**config.mk**
```make
export PLATFORM = sky130hd
export DESIGN_NAME = fft_frame_feeder
export DESIGN_NICKNAME = d
export VERILOG_FILES = /design/src/rtl/fft_feeder_pkg.sv /design/src/rtl/feeder_buf.sv /design/src/rtl/fft_frame_feeder.sv
export SDC_FILE = /design/constraint.sdc
export NUM_CORES = 2
export LEC_CHECK = 0
export CAP_MARGIN = 10
export CORE_ASPECT_RATIO = 0.7
export CORE_MARGIN = 1
export CORE_UTILIZATION = 50
export CTS_CLUSTER_DIAMETER = 40
export DETAILED_ROUTE_END_ITERATION = 10
export GPL_TIMING_DRIVEN = 0
export PLACE_DENSITY = 0.66
export REMOVE_ABC_BUFFERS = 1
export SLEW_MARGIN = 10
export SYNTH_ARGS = -nofsm -noshare
export SYNTH_HDL_FRONTEND = slang
export SYNTH_SLANG_ARGS = --single-unit
```
**constraint.sdc**
```tcl
create_clock -name clk -period 9.8 [get_ports clk]
set_input_delay 1.96 -clock clk [delete_from_list [all_inputs] [get_ports clk]]
set_output_delay 1.96 -clock clk [all_outputs]
set_load 0.02 [all_outputs]
```
**src/rtl/fft_feeder_pkg.sv**
```systemverilog
// Shared definitions for the FFT frame feeder: state encoding and sizing helpers.
package fft_feeder_pkg;

  // Playback state encoding.
  localparam logic [1:0] ST_IDLE  = 2'd0;
  localparam logic [1:0] ST_PLAY  = 2'd1;
  localparam logic [1:0] ST_DRAIN = 2'd2;

  // Total buffer depth in samples.
  function automatic int feeder_depth(input int npt, input int nfrm);
    return npt * nfrm;
  endfunction

  // Pointer width: one extra bit so a pointer can hold the value DEPTH (buffer full).
  function automatic int ptr_width(input int depth);
    return $clog2(depth) + 1;
  endfunction

endpackage

```
**src/rtl/feeder_buf.sv**
```systemverilog
// Simple dual-port sample buffer with a registered read port.
// The read enable is driven by the global advance enable so the read register
// freezes together with the rest of the playback pipeline.
module feeder_buf #(
  parameter int DW    = 24,
  parameter int DEPTH = 64,
  parameter int ABW   = 6
) (
  input  logic           clk,
  input  logic           we,
  input  logic [ABW-1:0] waddr,
  input  logic [DW-1:0]  wdata,
  input  logic           re,
  input  logic [ABW-1:0] raddr,
  output logic [DW-1:0]  rdata
);

  logic [DW-1:0] mem [0:DEPTH-1];

  // Write port: store one sample per accepted write.
  always_ff @(posedge clk) begin
    if (we) mem[waddr] <= wdata;
  end

  // Read port: registered read, held while re is low.
  always_ff @(posedge clk) begin
    if (re) rdata <= mem[raddr];
  end

endmodule

```
**src/rtl/fft_frame_feeder.sv**
```systemverilog
// Sample-stream source for the delay-feedback FFT cores.
// Host loads complex samples into a buffer of NFRM frames x NPT points, then
// plays whole frames out one sample per enabled cycle with sof/eof markers,
// optionally looping until abort.
// Optional build macro FEEDER_GAP_EN adds input gap_len: idle cycles inserted
// after every eof sample. Without the macro frames are back-to-back.
module fft_frame_feeder
  import fft_feeder_pkg::*;
#(
  parameter int WD   = 12,
  parameter int NPT  = 16,
  parameter int NFRM = 4
) (
  input  logic          clk,
  input  logic          rst_n,
  input  logic          en,
  input  logic          wr_en,
  input  logic [WD-1:0] wr_re,
  input  logic [WD-1:0] wr_im,
  output logic          wr_rdy,
  input  logic          clr,
  input  logic          start,
  input  logic          loop,
  input  logic          abort,
`ifdef FEEDER_GAP_EN
  input  logic [7:0]    gap_len,
`endif
  output logic [WD-1:0] sout_re,
  output logic [WD-1:0] sout_im,
  output logic          sout_vld,
  output logic          sout_sof,
  output logic          sout_eof,
  output logic          busy,
  output logic          done,
  output logic [15:0]   frm_cnt
);

  localparam int DEPTH = feeder_depth(NPT, NFRM);
  localparam int AW    = ptr_width(DEPTH);
  localparam int PW    = $clog2(NPT);

  logic [1:0]      state_reg;
  logic [AW-1:0]   wr_ptr_reg;
  logic [AW-1:0]   rd_ptr_reg;
  logic            loop_reg;
  logic [7:0]      gap_reg;
  logic [7:0]      gap_cnt_reg;
  logic            s1_vld_reg;
  logic            s1_sof_reg;
  logic            s1_eof_reg;
  logic            done_reg;
  logic [WD-1:0]   sout_re_reg;
  logic [WD-1:0]   sout_im_reg;
  logic            sout_vld_reg;
  logic            sout_sof_reg;
  logic            sout_eof_reg;
  logic [15:0]     frm_cnt_reg;

  logic [7:0]      gap_in;
  logic            wr_acc;
  logic            nfr_zero;
  logic [AW-1:0]   play_len;
  logic [AW-1:0]   last_idx;
  logic [PW-1:0]   pt_idx;
  logic            start_go;
  logic [2*WD-1:0] rd_data;

`ifdef FEEDER_GAP_EN
  assign gap_in = gap_len;
`else
  assign gap_in = 8'd0;
`endif

  // Only whole frames are played: the trailing partial frame is masked off.
  assign play_len = {wr_ptr_reg[AW-1:PW], {PW{1'b0}}};
  assign last_idx = play_len - AW'(1);
  assign nfr_zero = (wr_ptr_reg[AW-1:PW] == '0);
  assign pt_idx   = rd_ptr_reg[PW-1:0];

  assign wr_rdy   = (state_reg == ST_IDLE) && (wr_ptr_reg != AW'(DEPTH));
  // clr takes precedence over a write in the same cycle (wr_rdy implies IDLE).
  assign wr_acc   = wr_en && wr_rdy && !clr;
  assign start_go = (state_reg == ST_IDLE) && start && !nfr_zero && !abort;

  feeder_buf #(
    .DW    (2*WD),
    .DEPTH (DEPTH),
    .ABW   (AW-1)
  ) u_buf (
    .clk   (clk),
    .we    (wr_acc),
    .waddr (wr_ptr_reg[AW-2:0]),
    .wdata ({wr_re, wr_im}),
    .re    (en),
    .raddr (rd_ptr_reg[AW-2:0]),
    .rdata (rd_data)
  );

  // Write pointer: advances per accepted write, cleared by clr while idle.
  always_ff @(posedge clk or negedge rst_n) begin
    if (!rst_n) begin
      wr_ptr_reg <= '0;
    end else if (clr && (state_reg == ST_IDLE)) begin
      wr_ptr_reg <= '0;
    end else if (wr_acc) begin
      wr_ptr_reg <= wr_ptr_reg + AW'(1);
    end
  end

  // Playback FSM and read stage: issues reads, tracks frame markers and gaps.
  always_ff @(posedge clk or negedge rst_n) begin
    if (!rst_n) begin
      state_reg   <= ST_IDLE;
      rd_ptr_reg  <= '0;
      loop_reg    <= 1'b0;
      gap_reg     <= '0;
      gap_cnt_reg <= '0;
      s1_vld_reg  <= 1'b0;
      s1_sof_reg  <= 1'b0;
      s1_eof_reg  <= 1'b0;
      done_reg    <= 1'b0;
    end else begin
      done_reg <= 1'b0;
      if (abort) begin
        state_reg   <= ST_IDLE;
        gap_cnt_reg <= '0;
        s1_vld_reg  <= 1'b0;
        s1_sof_reg  <= 1'b0;
        s1_eof_reg  <= 1'b0;
      end else begin
        case (state_reg)
          ST_IDLE: begin
            if (en) begin
              s1_vld_reg <= 1'b0;
              s1_sof_reg <= 1'b0;
              s1_eof_reg <= 1'b0;
            end
            if (start_go) begin
              state_reg   <= ST_PLAY;
              loop_reg    <= loop;
              gap_reg     <= gap_in;
              gap_cnt_reg <= '0;
              rd_ptr_reg  <= '0;
            end
          end
          ST_PLAY: begin
            if (en) begin
              if (gap_cnt_reg != '0) begin
                // Inter-frame gap: hold rd_ptr and push a bubble down the pipe.
                gap_cnt_reg <= gap_cnt_reg - 8'd1;
                s1_vld_reg  <= 1'b0;
                s1_sof_reg  <= 1'b0;
                s1_eof_reg  <= 1'b0;
              end else begin
                s1_vld_reg <= 1'b1;
                s1_sof_reg <= (pt_idx == '0);
                s1_eof_reg <= (pt_idx == PW'(NPT-1));
                if (pt_idx == PW'(NPT-1)) gap_cnt_reg <= gap_reg;
                if (rd_ptr_reg == last_idx) begin
                  if (loop_reg) rd_ptr_reg <= '0;
                  else          state_reg  <= ST_DRAIN;
                end else begin
                  rd_ptr_reg <= rd_ptr_reg + AW'(1);
                end
              end
            end
          end
          ST_DRAIN: begin
            if (en) begin
              s1_vld_reg <= 1'b0;
              s1_sof_reg <= 1'b0;
              s1_eof_reg <= 1'b0;
              // Read stage already empty: the final sample leaves the output now.
              if (!s1_vld_reg) begin
                state_reg <= ST_IDLE;
                done_reg  <= 1'b1;
              end
            end
          end
          default: state_reg <= ST_IDLE;
        endcase
      end
    end
  end

  // Output stage: zero data when not valid, count emitted frames on eof.
  always_ff @(posedge clk or negedge rst_n) begin
    if (!rst_n) begin
      sout_re_reg  <= '0;
      sout_im_reg  <= '0;
      sout_vld_reg <= 1'b0;
      sout_sof_reg <= 1'b0;
      sout_eof_reg <= 1'b0;
      frm_cnt_reg  <= '0;
    end else if (abort) begin
      sout_re_reg  <= '0;
      sout_im_reg  <= '0;
      sout_vld_reg <= 1'b0;
      sout_sof_reg <= 1'b0;
      sout_eof_reg <= 1'b0;
    end else begin
      if (start_go) frm_cnt_reg <= '0;
      if (en) begin
        sout_vld_reg <= s1_vld_reg;
        sout_sof_reg <= s1_vld_reg && s1_sof_reg;
        sout_eof_reg <= s1_vld_reg && s1_eof_reg;
        sout_re_reg  <= s1_vld_reg ? rd_data[2*WD-1:WD] : '0;
        sout_im_reg  <= s1_vld_reg ? rd_data[WD-1:0]    : '0;
        if (s1_vld_reg && s1_eof_reg && (frm_cnt_reg != 16'hFFFF))
          frm_cnt_reg <= frm_cnt_reg + 16'd1;
      end
    end
  end

  assign sout_re  = sout_re_reg;
  assign sout_im  = sout_im_reg;
  assign sout_vld = sout_vld_reg;
  assign sout_sof = sout_sof_reg;
  assign sout_eof = sout_eof_reg;
  assign busy     = (state_reg != ST_IDLE);
  assign done     = done_reg;
  assign frm_cnt  = frm_cnt_reg;

endmodule

```
==> reports/qor.json <==
{
  "final_layout": {
    "area_added_between_synthesis_and_finish_pct": 16.6,
    "antenna_cells_inserted": 0,
    "flip_flop_count_of_the_largest_register_all_copies_and_words_added": 1536,
    "fin_cells": 5190,
    "fillCellCount": 8679,
    "num-nets-final": 3438,
    "multiInputGateArea_um2": 14200,
    "register_area_um2": 48700,
    "drive_above_1_share": 0.208
  },
  "synth": {
    "muxShareOfSynthArea": 0.130,
    "synthXorXnorAreaFrac": 0.00146,
    "compound_gate_portion_of_the_synthesized_area": 0.0608,
    "synthesis.instances": 3208,
    "synth.yosys.warnings": 0,
    "post_synth_arst_share": 0.0441,
    "synth_enable_flop_cells": 1560,
    "ys_ff_latch": 1632,
    "syn_avg_cell_area_um2": 19.8,
    "area_share_of_and_or_nand_nor_cells_after_synthesis": 0.0196,
    "synth_top_family_by_area": "multiplexers",
    "synthDominantAreaCellType": "sky130_fd_sc_hd__edfxtp_1",
    "seq_area_frac_synth": 0.765,
    "synth_fa_ha_area_frac": 0.00236,
    "post_synth_instance_area_um2": 63600,
    "yosys.cell_types.count": 72,
    "post_synth_main_area_contributors": "sky130_fd_sc_hd__edfxtp_1, sky130_fd_sc_hd__mux4_2, sky130_fd_sc_hd__mux2i_1",
    "netlist.area_leader.share": 0.737,
    "synth-main-ff-cell": "sky130_fd_sc_hd__edfxtp_1"
  },
  "global_route": {
    "total_track_usage": 0.262,
    "gr-usage-met3": 0.0838,
    "grt.busiest_layer": "met1",
    "met1_usage": 0.383,
    "grt_antenna_before_repair": 4,
    "wire_length_of_the_first_global_routing_pass_um": 238000,
    "grt_start_max_net_pins": 65,
    "grt_util_met2": 0.382,
    "grt_overflow": 0,
    "vias_in_the_first_global_route": 32900
  },
  "routing": {
    "detail_route.wirelength_um": 168000,
    "viasPerCell": 6.45,
    "dr_total_vias": 33500,
    "remaining_drc_errors": 2,
    "drt_wl_cell_um": 32.4,
    "antenna_violating_nets_post_route": 0,
    "drt_iter0_drc": 4436,
    "drt_pre_antenna_iters": 9
  },
  "setup_path": {
    "critical_path.startpoint": "wr_ptr_reg[4]",
    "cp_slowest_stage_delay_ns": 0.68,
    "critical_path_top_delay_cell": "sky130_fd_sc_hd__nand2b_1",
    "timing.rr.start": "rd_ptr_reg[0]",
    "largest_fanout_on_the_critical_path": 10,
    "critPathKind": "flop to primary output",
    "cp_launch_type": "flop",
    "cp_common_cell": "sky130_fd_sc_hd__nor2_1",
    "arr_time_crit_path_ns": 3.37,
    "crit_path_end_kind": "primary output",
    "required_ns": 7.84,
    "cell_chain_critical_path": "inv_1 > ha_1 > nand2b_1 > nor2_1 > nor2_1 > clkdlybuf4s50_1"
  },
  "clock_network": {
    "postCtsHoldBufs": 0,
    "clock_tree.htree_level_count": 4,
    "clkSlewWorstSetupHoldPaths_ns": 0.06,
    "cts.path.max_buffers": 3,
    "cts-root-buf": "sky130_fd_sc_hd__clkbuf_16",
    "clock_insertion_delay_worst_skew_ns": 0.80,
    "clock_tree_from_tritoncts": "yes",
    "cts-buffers-inserted": 162,
    "postCtsResizedCells": 0,
    "cts_setup_buffers": 0,
    "cts_sinks": 1632
  },
  "outcome": {
    "outcome": "complete, but fails checks",
    "violations": "design-rule violations"
  },
  "place": {
    "port_buffers": 77,
    "hpwl_um": 107000,
    "gp_congestion": 0.844,
    "dpl_cells": 4895
  },
  "floorplan": {
    "num_io_pins": 78,
    "floorplan.die.height_um": 300,
    "fp.dieArea_um2": 129000,
    "initial_core_util": 0.504,
    "std_cell_rows": 109,
    "fp.coreArea_um2": 126000,
    "die_width_um": 428
  },
  "timing": {
    "report.final.slew_viol_count": 0,
    "period_minus_slack_ns": 5.33,
    "rsz_0062_raised_after_global_routing": "false",
    "max_clock_freq_ghz": 0.188,
    "final_min_period_over_clock_period": 0.544,
    "hold_violations": 0,
    "timing.max_slew.rel_slack": 0.165,
    "finalSetupViolations": 0,
    "worst_slew_pin_slew_ns": 1.25,
    "finalSetupTns_ns": 0,
    "clock-skew-final_ns": 0.0398
  },
  "run": {
    "drv_cap": 0
  },
  "power_and_ir_drop": {
    "power.density_nw_per_um2": 236,
    "p_leak_uw": 0.0231,
    "ir_drop_v": 0.000171,
    "report.power.total_uw": 17500
  },
  "min_path": {
    "worst_hold_path_type": "flop to flop",
    "hold_path.startpoint": "u_buf.rdata[4]"
  }
}
[layout make-up]
cell class / count / area share
Sequential cell: 1632 / 0.656
Clock inverter: 101 / 0.0138
Timing Repair Buffer: 211 / 0.0516
Multi-Input combinational cell: 1371 / 0.191
Tap cell: 1665 / 0.0281
Inverter: 16 / 0.000843
Clock buffer: 194 / 0.0584
[path summary, 6_finish.rpt]
| path | slack (ns) | end | cells after the start |
|---|---|---|---|
| setup / recovery | 4.47 | wr_rdy | 6 |
| hold / removal | 0.46 | sout_im[4] | 1 |
| setup reg to reg | 4.57 | u_buf.rdata[22] | 10 |
| hold reg to reg | 0.46 | sout_im[4] | 1 |
| max in group asynchronous | 8.06 | sout_re[7] | 2 |
| min in group asynchronous | 1.11 | gap_cnt_reg[5] | 1 |
[layout by cell type, fill, tap and decap left out, drive strengths merged, types with 8 or more instances in the layout]
cell type,n
nand2b,8
a22oi,44
mux4,208
clkinv,53
dfrtp,72
bufinv,13
a21o,14
buf,160
mux2i,359
a21oi,108
a221oi,97
o21ai,82
ha,12
nor2,88
nor3,10
o221ai,91
nand3,18
nand2,87
a31o,11
clkinvlp,15
clkdlybuf4s50,51
a22o,30
and3,12
nand4,10
clkbuf,194
a31oi,11
inv,36
edfxtp,1560
[metal layers]
| metal | vias up | part of all wire |
|---|---|---|
| met5 | - | 0.00011 |
| met4 | 2 | 0.021 |
| met3 | 229 | 0.12 |
| met2 | 1920 | 0.44 |
| met1 | 17600 | 0.41 |
| li1 | 13800 | - |
[Yosys cell counts, types with 12 or more instances]
cell type and instances:
sky130_fd_sc_hd__and3_1 12, sky130_fd_sc_hd__edfxtp_1 1560, sky130_fd_sc_hd__clkbuf_1 78, sky130_fd_sc_hd__ha_1 12
sky130_fd_sc_hd__inv_1 15, sky130_fd_sc_hd__a22o_1 30, sky130_fd_sc_hd__buf_6 24, sky130_fd_sc_hd__mux2i_1 359
sky130_fd_sc_hd__o21ai_0 66, sky130_fd_sc_hd__a21o_1 14, sky130_fd_sc_hd__buf_4 18, sky130_fd_sc_hd__mux4_2 208
sky130_fd_sc_hd__a21oi_1 108, sky130_fd_sc_hd__nand3_1 18, sky130_fd_sc_hd__a221oi_2 21, sky130_fd_sc_hd__nor2_1 86
sky130_fd_sc_hd__o221ai_1 91, sky130_fd_sc_hd__nand2_1 87, sky130_fd_sc_hd__a22oi_1 44, sky130_fd_sc_hd__a221oi_1 76
sky130_fd_sc_hd__dfrtp_1 72, sky130_fd_sc_hd__o21ai_1 16, sky130_fd_sc_hd__buf_2 43
[worst max-delay path: cells and delay by family (launching register included)]
family	cells	cell delay [ns]
and+or+nand+nor	3	1.09
DFF	1	0.45
buffers and inverters	2	0.75
adders and majority gates	1	0.31
[cells by family (layout without fill, tap and decap cells)]
family	count (synthesis)	count (layout)
compound gates	517	517
buf+inv	205	522
xor+xnor	9	9
flops	1632	1632
fa+ha+maj	12	12
simple gates	265	265
mux	568	568
[where the power goes]
group          switching (uW)  internal (uW)  total, uW
combinational            2070           1370       3440
sequential               98.0           7740       7840
clock                    2680           3540       6220
total                    4840          12700      17500
[per-stage QoR]
step | utilization | instance area, um2 | hold WS (ns) | setup slack (ns)
floorplan | - | 62300 | 0.443 | -10.98
global placement | 0.517 | 65200 | 0.450 | -18.92
detailed placement | 0.546 | 68800 | 0.455 | 4.37
CTS | 0.588 | 74200 | 0.461 | 4.44
global route | 0.588 | 74200 | 0.484 | 4.26
finish | 0.588 | 74200 | 0.456 | 4.47
No activity file was read; power rests on OpenSTA's default activity.
